File: config.mk
export PLATFORM = sky130hd
export DESIGN_NAME = spi_reg_bank
export DESIGN_NICKNAME = d
export VERILOG_FILES = /design/src/rtl/spi_reg_pkg.sv /design/src/rtl/spi_sync_edge.sv /design/src/rtl/spi_reg_bank.sv
export SDC_FILE = /design/constraint.sdc
export NUM_CORES = 1
export LEC_CHECK = 0
export CORE_AREA = 2 2 114 116
export DETAILED_ROUTE_END_ITERATION = 16
export DIE_AREA = 0 0 116 118
export MAX_ROUTING_LAYER = met4
export PLACE_DENSITY = 0.62
export SLEW_MARGIN = 30
export SYNTH_ARGS = -nofsm -noshare
export SYNTH_HDL_FRONTEND = slang
export SYNTH_HIERARCHICAL = 1
export SYNTH_SLANG_ARGS = --single-unit
File: constraint.sdc
create_clock -name clk -period 1.99 [get_ports clk]
set_clock_uncertainty 0.05 [all_clocks]
set_input_delay 0.597 -clock clk [delete_from_list [all_inputs] [get_ports clk]]
set_output_delay 0.597 -clock clk [all_outputs]
set_load 0.05 [all_outputs]
File: src/rtl/spi_reg_pkg.sv
// rtl/spi_reg_pkg.sv - shared FSM states and frame-length helper for the SPI register bank
package spi_reg_pkg;

   // Frame phases: waiting for select, address phase, data phase, frame complete.
   typedef enum logic [1:0] {
      ST_IDLE    = 2'd0,
      ST_ADDR    = 2'd1,
      ST_DATA    = 2'd2,
      ST_WAIT_CS = 2'd3
   } spi_state_e;

   // One R/W bit, then the address field, then the data field.
   function automatic int frame_len(input int addr_w, input int data_w);
      return 1 + addr_w + data_w;
   endfunction

endpackage

File: src/rtl/spi_sync_edge.sv
// rtl/spi_sync_edge.sv - multi-flop synchroniser with rising/falling edge detect
module spi_sync_edge #(
   parameter int   STAGES    = 2,
   parameter logic RESET_VAL = 1'b0
)(
   input  logic clk,
   input  logic rst_n,
   input  logic din,
   output logic level,
   output logic rise,
   output logic fall
);

   logic [STAGES-1:0] sync_q;
   logic              prev_q;

   // Shift the async pin through the chain; keep one extra flop for edge detection.
   always_ff @(posedge clk or negedge rst_n) begin
      if (!rst_n) begin
         sync_q <= {STAGES{RESET_VAL}};
         prev_q <= RESET_VAL;
      end else begin
         sync_q <= {sync_q[STAGES-2:0], din};
         prev_q <= sync_q[STAGES-1];
      end
   end

   assign level = sync_q[STAGES-1];
   assign rise  = level & ~prev_q;
   assign fall  = ~level & prev_q;

endmodule

File: src/rtl/spi_reg_bank.sv
// rtl/spi_reg_bank.sv - SPI mode-0 slave register bank with write commit on deselect
module spi_reg_bank
   import spi_reg_pkg::*;
#(
   parameter int ADDR_W      = 7,
   parameter int DATA_W      = 8,
   parameter int NUM_REGS    = 5,
   parameter int SYNC_STAGES = 2
)(
   input  logic                       clk,
   input  logic                       rst_n,
   input  logic                       sclk,
   input  logic                       copi,
   input  logic                       ncs,
   output logic                       cipo,
   output logic                       cipo_oe,
   output logic [NUM_REGS*DATA_W-1:0] regs,
   output logic                       wr_pulse,
   output logic [ADDR_W-1:0]          wr_addr,
   output logic                       addr_err
);

   localparam int FRAME_LEN = frame_len(ADDR_W, DATA_W);
   localparam int CNT_W     = $clog2(FRAME_LEN + 1);

   spi_state_e             state_q, state_d;
   logic [CNT_W-1:0]       bit_cnt;
   logic [FRAME_LEN-1:0]   frame_sr;
   logic [DATA_W-1:0]      dout_sr;
   logic [DATA_W-1:0]      regs_q [NUM_REGS];
   logic [DATA_W-1:0]      rd_word;
   logic                   rd_active;
   logic                   cap_pend;
   logic                   sample;

   logic sclk_lvl, sclk_rise, sclk_fall;
   logic copi_lvl, copi_rise, copi_fall;
   logic ncs_lvl,  ncs_rise,  ncs_fall;

   spi_sync_edge #(.STAGES(SYNC_STAGES), .RESET_VAL(1'b0)) u_sync_sclk (
      .clk(clk), .rst_n(rst_n), .din(sclk),
      .level(sclk_lvl), .rise(sclk_rise), .fall(sclk_fall)
   );

   spi_sync_edge #(.STAGES(SYNC_STAGES), .RESET_VAL(1'b0)) u_sync_copi (
      .clk(clk), .rst_n(rst_n), .din(copi),
      .level(copi_lvl), .rise(copi_rise), .fall(copi_fall)
   );

   spi_sync_edge #(.STAGES(SYNC_STAGES), .RESET_VAL(1'b1)) u_sync_ncs (
      .clk(clk), .rst_n(rst_n), .din(ncs),
      .level(ncs_lvl), .rise(ncs_rise), .fall(ncs_fall)
   );

   logic unused_edges;
   assign unused_edges = &{1'b0, sclk_lvl, copi_rise, copi_fall};

   // Decoded frame fields: full frame view and the view right after the address phase.
   logic              fr_rw, cap_rw;
   logic [ADDR_W-1:0] fr_addr, cap_addr;
   logic [DATA_W-1:0] fr_data;
   assign fr_rw    = frame_sr[FRAME_LEN-1];
   assign fr_addr  = frame_sr[DATA_W +: ADDR_W];
   assign fr_data  = frame_sr[DATA_W-1:0];
   assign cap_rw   = frame_sr[ADDR_W];
   assign cap_addr = frame_sr[ADDR_W-1:0];

   function automatic logic in_range(input logic [ADDR_W-1:0] a);
      return ({1'b0, a} < (ADDR_W+1)'(NUM_REGS));
   endfunction

   logic commit, commit_ok, capture, shift_out;
   assign commit    = ncs_rise & (state_q == ST_WAIT_CS) & fr_rw;
   assign commit_ok = commit & in_range(fr_addr);
   assign capture   = cap_pend & (state_q == ST_DATA) & ~cap_rw;
   // The falling edge that closes the last address clock must not shift: the MSB is
   // only consumed by the master on the first data-phase rising edge.
   assign shift_out = sclk_fall & (state_q == ST_DATA) & rd_active
                    & (bit_cnt > CNT_W'(ADDR_W + 1));

   // Register file read port for the read capture.
   always_comb begin
      rd_word = '0;
      for (int i = 0; i < NUM_REGS; i++) begin
         if (cap_addr == ADDR_W'(i)) rd_word = regs_q[i];
      end
   end

   // FSM state register.
   always_ff @(posedge clk or negedge rst_n) begin
      if (!rst_n) state_q <= ST_IDLE;
      else        state_q <= state_d;
   end

   // FSM next state and bit-sample enable; select edges take priority over sclk.
   always_comb begin
      state_d = state_q;
      sample  = 1'b0;
      if (ncs_rise) begin
         state_d = ST_IDLE;
      end else if (ncs_fall) begin
         state_d = ST_ADDR;
      end else begin
         case (state_q)
            ST_ADDR: if (sclk_rise && !ncs_lvl) begin
               sample = 1'b1;
               if (bit_cnt == CNT_W'(ADDR_W)) state_d = ST_DATA;
            end
            ST_DATA: if (sclk_rise && !ncs_lvl) begin
               sample = 1'b1;
               if (bit_cnt == CNT_W'(FRAME_LEN - 1)) state_d = ST_WAIT_CS;
            end
            default: ;
         endcase
      end
   end

   // Frame shifter, read shifter and strobe generation.
   always_ff @(posedge clk or negedge rst_n) begin
      if (!rst_n) begin
         bit_cnt   <= '0;
         frame_sr  <= '0;
         dout_sr   <= '0;
         rd_active <= 1'b0;
         cap_pend  <= 1'b0;
         wr_pulse  <= 1'b0;
         wr_addr   <= '0;
         addr_err  <= 1'b0;
      end else begin
         wr_pulse <= 1'b0;
         addr_err <= 1'b0;
         cap_pend <= 1'b0;
         if (ncs_fall) begin
            bit_cnt   <= '0;
            frame_sr  <= '0;
            dout_sr   <= '0;
            rd_active <= 1'b0;
         end else if (sample) begin
            frame_sr <= {frame_sr[FRAME_LEN-2:0], copi_lvl};
            bit_cnt  <= bit_cnt + 1'b1;
            cap_pend <= (state_q == ST_ADDR) && (bit_cnt == CNT_W'(ADDR_W));
         end
         if (capture) begin
            rd_active <= 1'b1;
            if (in_range(cap_addr)) begin
               dout_sr <= rd_word;
            end else begin
               dout_sr  <= '0;
               addr_err <= 1'b1;
            end
         end else if (shift_out) begin
            dout_sr <= {dout_sr[DATA_W-2:0], 1'b0};
         end
         if (commit_ok) begin
            wr_pulse <= 1'b1;
            wr_addr  <= fr_addr;
         end else if (commit) begin
            addr_err <= 1'b1;
         end
      end
   end

   // Register storage, written only by a committed in-range write.
   always_ff @(posedge clk or negedge rst_n) begin
      if (!rst_n) begin
         for (int i = 0; i < NUM_REGS; i++) regs_q[i] <= '0;
      end else begin
         for (int i = 0; i < NUM_REGS; i++) begin
            if (commit_ok && fr_addr == ADDR_W'(i)) regs_q[i] <= fr_data;
         end
      end
   end

   for (genvar g = 0; g < NUM_REGS; g++) begin : g_regs_out
      assign regs[g*DATA_W +: DATA_W] = regs_q[g];
   end

   assign cipo    = (state_q == ST_DATA) & rd_active & dout_sr[DATA_W-1];
   assign cipo_oe = ~ncs_lvl;

endmodule
==> metrics.md, run 1 <==
| Metric | Value |
|---|---|
| Antenna violations before repair | 0 |
| Biggest cell delay along the critical path | between 0.4 and 0.5 ns |
| Syn nets | between 300 and 400 |
| Number of port buffers | 55 |
| Row cnt | just over 40 |
| Max rail drop VDD | between 0.0004 and 0.0005 V |
| Placed inst area | 5030 µm² |
| Starting Density | 33.9% |
| Share of power burned in registers | a little over two fifths |
| Final WS setup | 0.0206 ns |
| Clock buffer count from CTS | 9 |
| GRT Util Overall | between 15 and 20% |
| Outcome | completed |
| Hold Crit Class | input port to async pin |
| Max Fclk | about 510 MHz |
| GRT overflow | 0 |
| Core area | ~12000 µm² |
| CP Capture Type | primary output |
| Net count, final | between 400 and 500 |
| Mean post-synth cell area | roughly 11 µm² |
| RSZ-0062 raised after global routing | yes |
| CP max-delay cell | dfrtp_1 |
| Hold Violations, Final | 0 |
| DRC | 0 |
| Combinational share of power | between 10% and 20% |
| Total Power | 0.00456 W |
| Final Cell Area | around 5500 µm² |
| Final period utilization | 99.0% |
| TNS Setup | 0 ns |
| Die Height | 118 µm |
| Fill count | ~1200 |
| Number of global-route vias before repair | 3100 |
| Clock Tree Buf Depth | 2 |
| Number of H-tree levels | 3 |
| Number of iterations in the first detailed-routing pass | 4 |
| Leak | ~2.5 nW |
| Die width | roughly 120 µm |
| Power per Cell Area | about 830 nW/µm² |
| Post-Syn Area | around 4200 µm² |
| First-pass GRT wire length | 16800 µm |
| Via count | 3146 |
| # diodes | 0 |
| NetSw | ~0.0011 W |
| Synthesis warning total | 6 |
| Area growth syn-to-layout | 30.1% |
| Startpoint type of the worst setup path | flip-flop |
| Clk pwr share | 46.1% |
| WP data required | ~1.3 ns |
| HPWL Detailed | a little over 7000 µm |
| Cells after Synth | between 300 and 400 |
| # setup viols final | 0 |
| Initial DRC Count | ~120 |
| Relative slew slack | 66.0% |
| Switching Fraction | approximately a quarter |
| Worst-margin pin slew | 0.508 ns |
| Max-Cap Viols | 0 |
| Cell Int Power | roughly 0.0035 W |
| Pin count of the biggest net entering global routing | 36 |
| CTS root buffer | clkbuf_16 |
| Ports | 56 |
| Slew Viols, Final | 0 |
| Crit path kind | flip-flop to primary output |
| TritonCTS clock tree | done |
| Routed vias/inst | 5.09 |
| Largest fanout on the critical path | 5 |
| Sink Count | 90 |
| Clk Latency, worst-skew pair | around 0.34 ns |
| Crit path cell chain | inv_2 > ha_4 > and3_4 > buf_12 |
| Antenna Nets Post-Route | 0 |
| DR WL/cell | roughly 17 µm |
| Routability congestion estimate | 0.820 |
| Worst Path Arrival | 1.32 ns |
| Period minus WS final | about 2 ns |
| Layout cell share with drive strength beyond 1 | 37.0% |
| Pre-CTS WS | about 0.0006 ns |
| Clock slew at reported path FFs | 0.07 ns |
| Die area | 13700 µm² |
| Routed WL | 10300 µm |
[routing by layer]
layer	track usage, %	vias to the layer above	share of wire (%)
li1	-	1480	-
met1	23.1	1611	48
met2	23.9	46	48
met3	2.11	9	2.8
met4	4.54	0	1.2
met5	-	-	0
[through the flow]
stage          hold WS (ns)  std cells  util (%)
6_report              0.125        618      44.2
5_1_grt               0.150        618      44.2
4_1_cts               0.134        616      43.6
3_5_place_dp          0.290        600      40.5
3_3_place_gp          0.288        600      40.5
2_1_floorplan         0.251        369         -
[layout make-up]
type	count	area [µm²]	area share [%]
inverters	18	67.6	1.23
clock inverters	5	125	2.28
repair buffers	86	728	13.3
clock buffers	11	243	4.43
flip-flops and latches	90	2260	41.2
well taps	172	215	3.93
multi-input cells	236	1840	33.6
[layout by cell type, fill, tap and decap left out, types with 8 or more instances in the layout]
cell       instances
inv_1             17
clkbuf_16          9
dfrtp_1           85
o21ai_0           10
a211oi_1           8
nand2_1           39
nor2_1            14
mux2_2            42
buf_4             77
a21oi_1           22
[power groups by stage]
stage / Sequential [W] / Clock, W / Combinational [W]
after global routing: 0.00199 / 0.00220 / 0.000548
after global placement: 0.00200 / 0 / 0.000415
after floorplan: 0.00198 / 0 / 0.000277
after detailed placement: 0.00200 / 0 / 0.000425
after CTS: 0.00197 / 0.00212 / 0.000456
final: 0.00198 / 0.00210 / 0.000484
[timing repair]
| action | in CTS | in global routing |
|---|---|---|
| resized for setup | 5 | 14 |
| pin swaps | 1 | 3 |
| endpoints found under the setup margin | 3 | 32 |
| setup buffers | 0 | 2 |
| hold buffers | 0 | 0 |
[registers in the layout (all words and copies together), names as in the netlist]
register / cells
u_sync_copi/sync_q: 2
wr_pulse: 1
regs: 40
dout_sr: 8
bit_cnt: 5
state_q: 2
wr_addr: 7
u_sync_sclk/prev_q: 1
u_sync_ncs/sync_q: 2
cap_pend: 1
u_sync_ncs/prev_q: 1
frame_sr: 16
addr_err: 1
rd_active: 1
u_sync_sclk/sync_q: 2
[worst paths after layout]
| kind | startpoint | endpoint | slack [ns] | cells past startpoint |
|---|---|---|---|---|
| min in group clk | u_sync_sclk/sync_q[0] | u_sync_sclk/sync_q[1] | 0.30 | 0 |
| min reg2reg | u_sync_sclk/sync_q[0] | u_sync_sclk/sync_q[1] | 0.30 | 0 |
| max in group asynchronous | rst_n | u_sync_ncs/sync_q[1] | 1.18 | 2 |
| max reg2reg | frame_sr[12] | regs[16] | 0.07 | 5 |
| max | state_q[0] | cipo | 0.02 | 4 |
| min | rst_n | regs[23] | 0.13 | 1 |
[worst max-delay path: cells and delay by family, from the launching register on]
kind | cells | cell delay [ns]
and+or+nand+nor | 1 | 0.19
buffers and inverters | 2 | 0.22
DFF | 1 | 0.41
adders and majority gates | 1 | 0.16
Power figures use the tool's default switching activity.
==> inputs of run 2 (changes only) <==
Settings changed: ABC_AREA from default to 1, CORE_AREA 2 2 114 116 to 2 2 111 113, DIE_AREA 0 0 116 118 to 0 0 113 115.
==> run 2 against run 1 <==
Compared with the run above:
- the flow now finishes with violations (design-rule violations)
- flip-flop and latch count stayed put
- setup slack hardly changed
- sequential share of layout area is 3.5 points higher
- core utilization fell by 1.5 points
==> metrics.md, run 2 <==
| Metric | Value |
|---|---|
| Outcome | finished with violations |
| Failing checks | design-rule violations |
| TritonCTS clock tree | done |
| # setup viols final | 0 (unchanged) |
| Clock Tree Buf Depth | 2 (unchanged) |
| CP Capture Type | primary output |
| Startpoint type of the worst setup path | flip-flop |
| Max-Cap Viols | 0 (unchanged) |
| Power per Cell Area | 731 nW/µm² (-12%) |
| Synthesis warning total | 6 (unchanged) |
| HPWL Detailed | 7110 µm (-0.23%) |
| Net count, final | 534 (+18%) |
| Period minus WS final | 1.97 ns (+0.000333 ns) |
| Area growth syn-to-layout | 27.1% |
| Via count | 3295 (+4.7%) |
| Post-Syn Area | 3970 µm² (-5.8%) |
| Syn nets | 448 (+18%) |
| Mean post-synth cell area | 9.08 µm² (-20%) |
| Starting Density | 33.6% (-0.33 points) |
| Hold Violations, Final | 0 (unchanged) |
| Initial DRC Count | 199 (+72%) |
| Row cnt | 40 (-2.4%) |
| DR WL/cell | 14.9 µm (-10%) |
| Routed WL | 10000 µm (-2.6%) |
| Crit path kind | flip-flop to primary output |
| Final Cell Area | 5040 µm² (-8.0%) |
| Placed cell count | 655 (+9.2%) |
| Core area | 11800 µm² (-4.9%) |
| Clk Latency, worst-skew pair | 0.34 ns (about the same) |
| Cells after Synth | 437 (+18%) |
| Number of H-tree levels | 3 (unchanged) |
| Commonest non-fill, non-tap cells in the layout | 99 x nand2_1, 87 x dfrtp_1, 78 x buf_4 |
| RSZ-0062 raised after global routing | yes |
| Fill count | 1146 (-1.9%) |
| Die area | 13000 µm² (-5.1%) |
| Number of iterations in the first detailed-routing pass | 11 (+7) |
| # diodes | 0 (unchanged) |
| Worst-margin pin slew | 0.642 ns (+0.134 ns) |
| Sink Count | 90 (unchanged) |
| Max rail drop VDD | 0.000501 V (+6.2%) |
| Commonest non-fill, non-tap cell in the layout | nand2_1 |
| Hold Buf Count CTS | 0 (unchanged) |
| DRC | 2 (+2) |
| Die Height | 115 µm (-2.5%) |
| GRT Util Overall | 16.5% (+0.45 points) |
| Clock buffer count from CTS | 9 (unchanged) |
| First-pass GRT wire length | 16200 µm (-3.6%) |
| Hold Crit Class | input port to async pin |
| Number of global-route vias before repair | 3146 (+1.5%) |
| Clock slew at reported path FFs | 0.06 ns (about the same) |
| Routability congestion estimate | 0.822 (+0.23%) |
| Placed inst area | 4740 µm² (-5.7%) |
| Final period utilization | 99.0% (about the same) |
| Largest fanout on the critical path | 5 (unchanged) |
| Die width | 113 µm (-2.6%) |
| Slew Viols, Final | 0 (unchanged) |
| WP data required | 1.34 ns (about the same) |
| Number of port buffers | 55 (unchanged) |
| Max reg flops | 40 (unchanged) |
| Worst Path Arrival | 1.32 ns (about the same) |
| Ports | 56 (unchanged) |
| Routed vias/inst | 4.92 (-3.4%) |
| Antenna Nets Post-Route | 0 (unchanged) |
| CTS root buffer | clkbuf_16 |
| Layout cell share with drive strength beyond 1 | 25.8% (-11 points) |
| Pin count of the biggest net entering global routing | 37 (+2.8%) |
| Antenna violations before repair | 0 (unchanged) |
| Leak | 2.53 nW (+1.4%) |
| Max Fclk | 508 MHz (about the same) |
| Non-filler instance count after layout | 670 (+8.4%) |
| Relative slew slack | 56.9% (-9.2 points) |
| GRT overflow | 0 (unchanged) |
-- run 2: through the flow --
step	hold slack [ns]	worst slack, ns	TNS, ns	util [%]	power (W)
floorplan	0.251	0.0758	0	-	0.00208
global placement	0.284	0.0596	0	40.1	0.00221
detailed placement	0.286	-0.0187	-0.0187	40.1	0.00222
CTS	0.186	0.00105	0	42.3	0.00371
global route	0.208	-0.0219	-0.0219	42.7	0.00385
finish	0.172	0.0203	0	42.7	0.00369
-- run 2: worst paths after layout --
kind / start / depth (start not counted) / end / slack, ns
max in group asynchronous: rst_n / 2 / dout_sr[3] / 1.20
min reg2reg: u_sync_sclk/sync_q[0] / 0 / u_sync_sclk/sync_q[1] / 0.30
min in group clk: u_sync_sclk/sync_q[0] / 0 / u_sync_sclk/sync_q[1] / 0.30
max: state_q[0] / 4 / cipo / 0.02
max reg2reg: u_sync_ncs/sync_q[1] / 8 / regs[36] / 0.15
min: rst_n / 1 / bit_cnt[1] / 0.17
-- run 2: what timing repair did --
| action | in CTS | in global routing |
|---|---|---|
| buffers inserted | 0 | 3 |
| gates cloned | 0 | 1 |
| pin swaps | 1 | 3 |
| hold endpoints to repair | 0 | 0 |
| endpoints found under the setup margin | 3 | 36 |
| gates resized for setup | 5 | 4 |
-- run 2: worst max-delay path: stages (launching register included) --
cell and delay (ns):
dfrtp_1 0.41, inv_2 0.09, ha_4 0.15, and3_4 0.20
buf_12 0.13
-- run 2: cell type report --
cell class / count / area (µm²) / area share [%]
multi-input combinational: 300 / 1550 / 30.7
clock buffer: 9 / 225 / 4.47
clock inverter: 2 / 10.0 / 0.198
tap: 147 / 184 / 3.65
timing repair buffer: 84 / 676 / 13.4
sequential: 90 / 2260 / 44.7
inverter: 38 / 144 / 2.85
-- run 2: layer usage --
layer	GRT usage (%)	vias to the layer above	share of wire, %
met5	-	-	0
met4	5.28	0	1.5
met3	3.22	12	4.1
met2	25.1	74	47
met1	22.4	1598	47
li1	-	1611	-
-- run 2: power by group --
part	total (W)	internal, W	switching (W)	leakage, nW
Combinational	0.000329	0.000131	0.000198	1.18
Sequential	0.00190	0.00187	0.0000350	1.23
Clock	0.00145	0.000806	0.000648	0.119
Total	0.00369	0.00280	0.000881	2.53
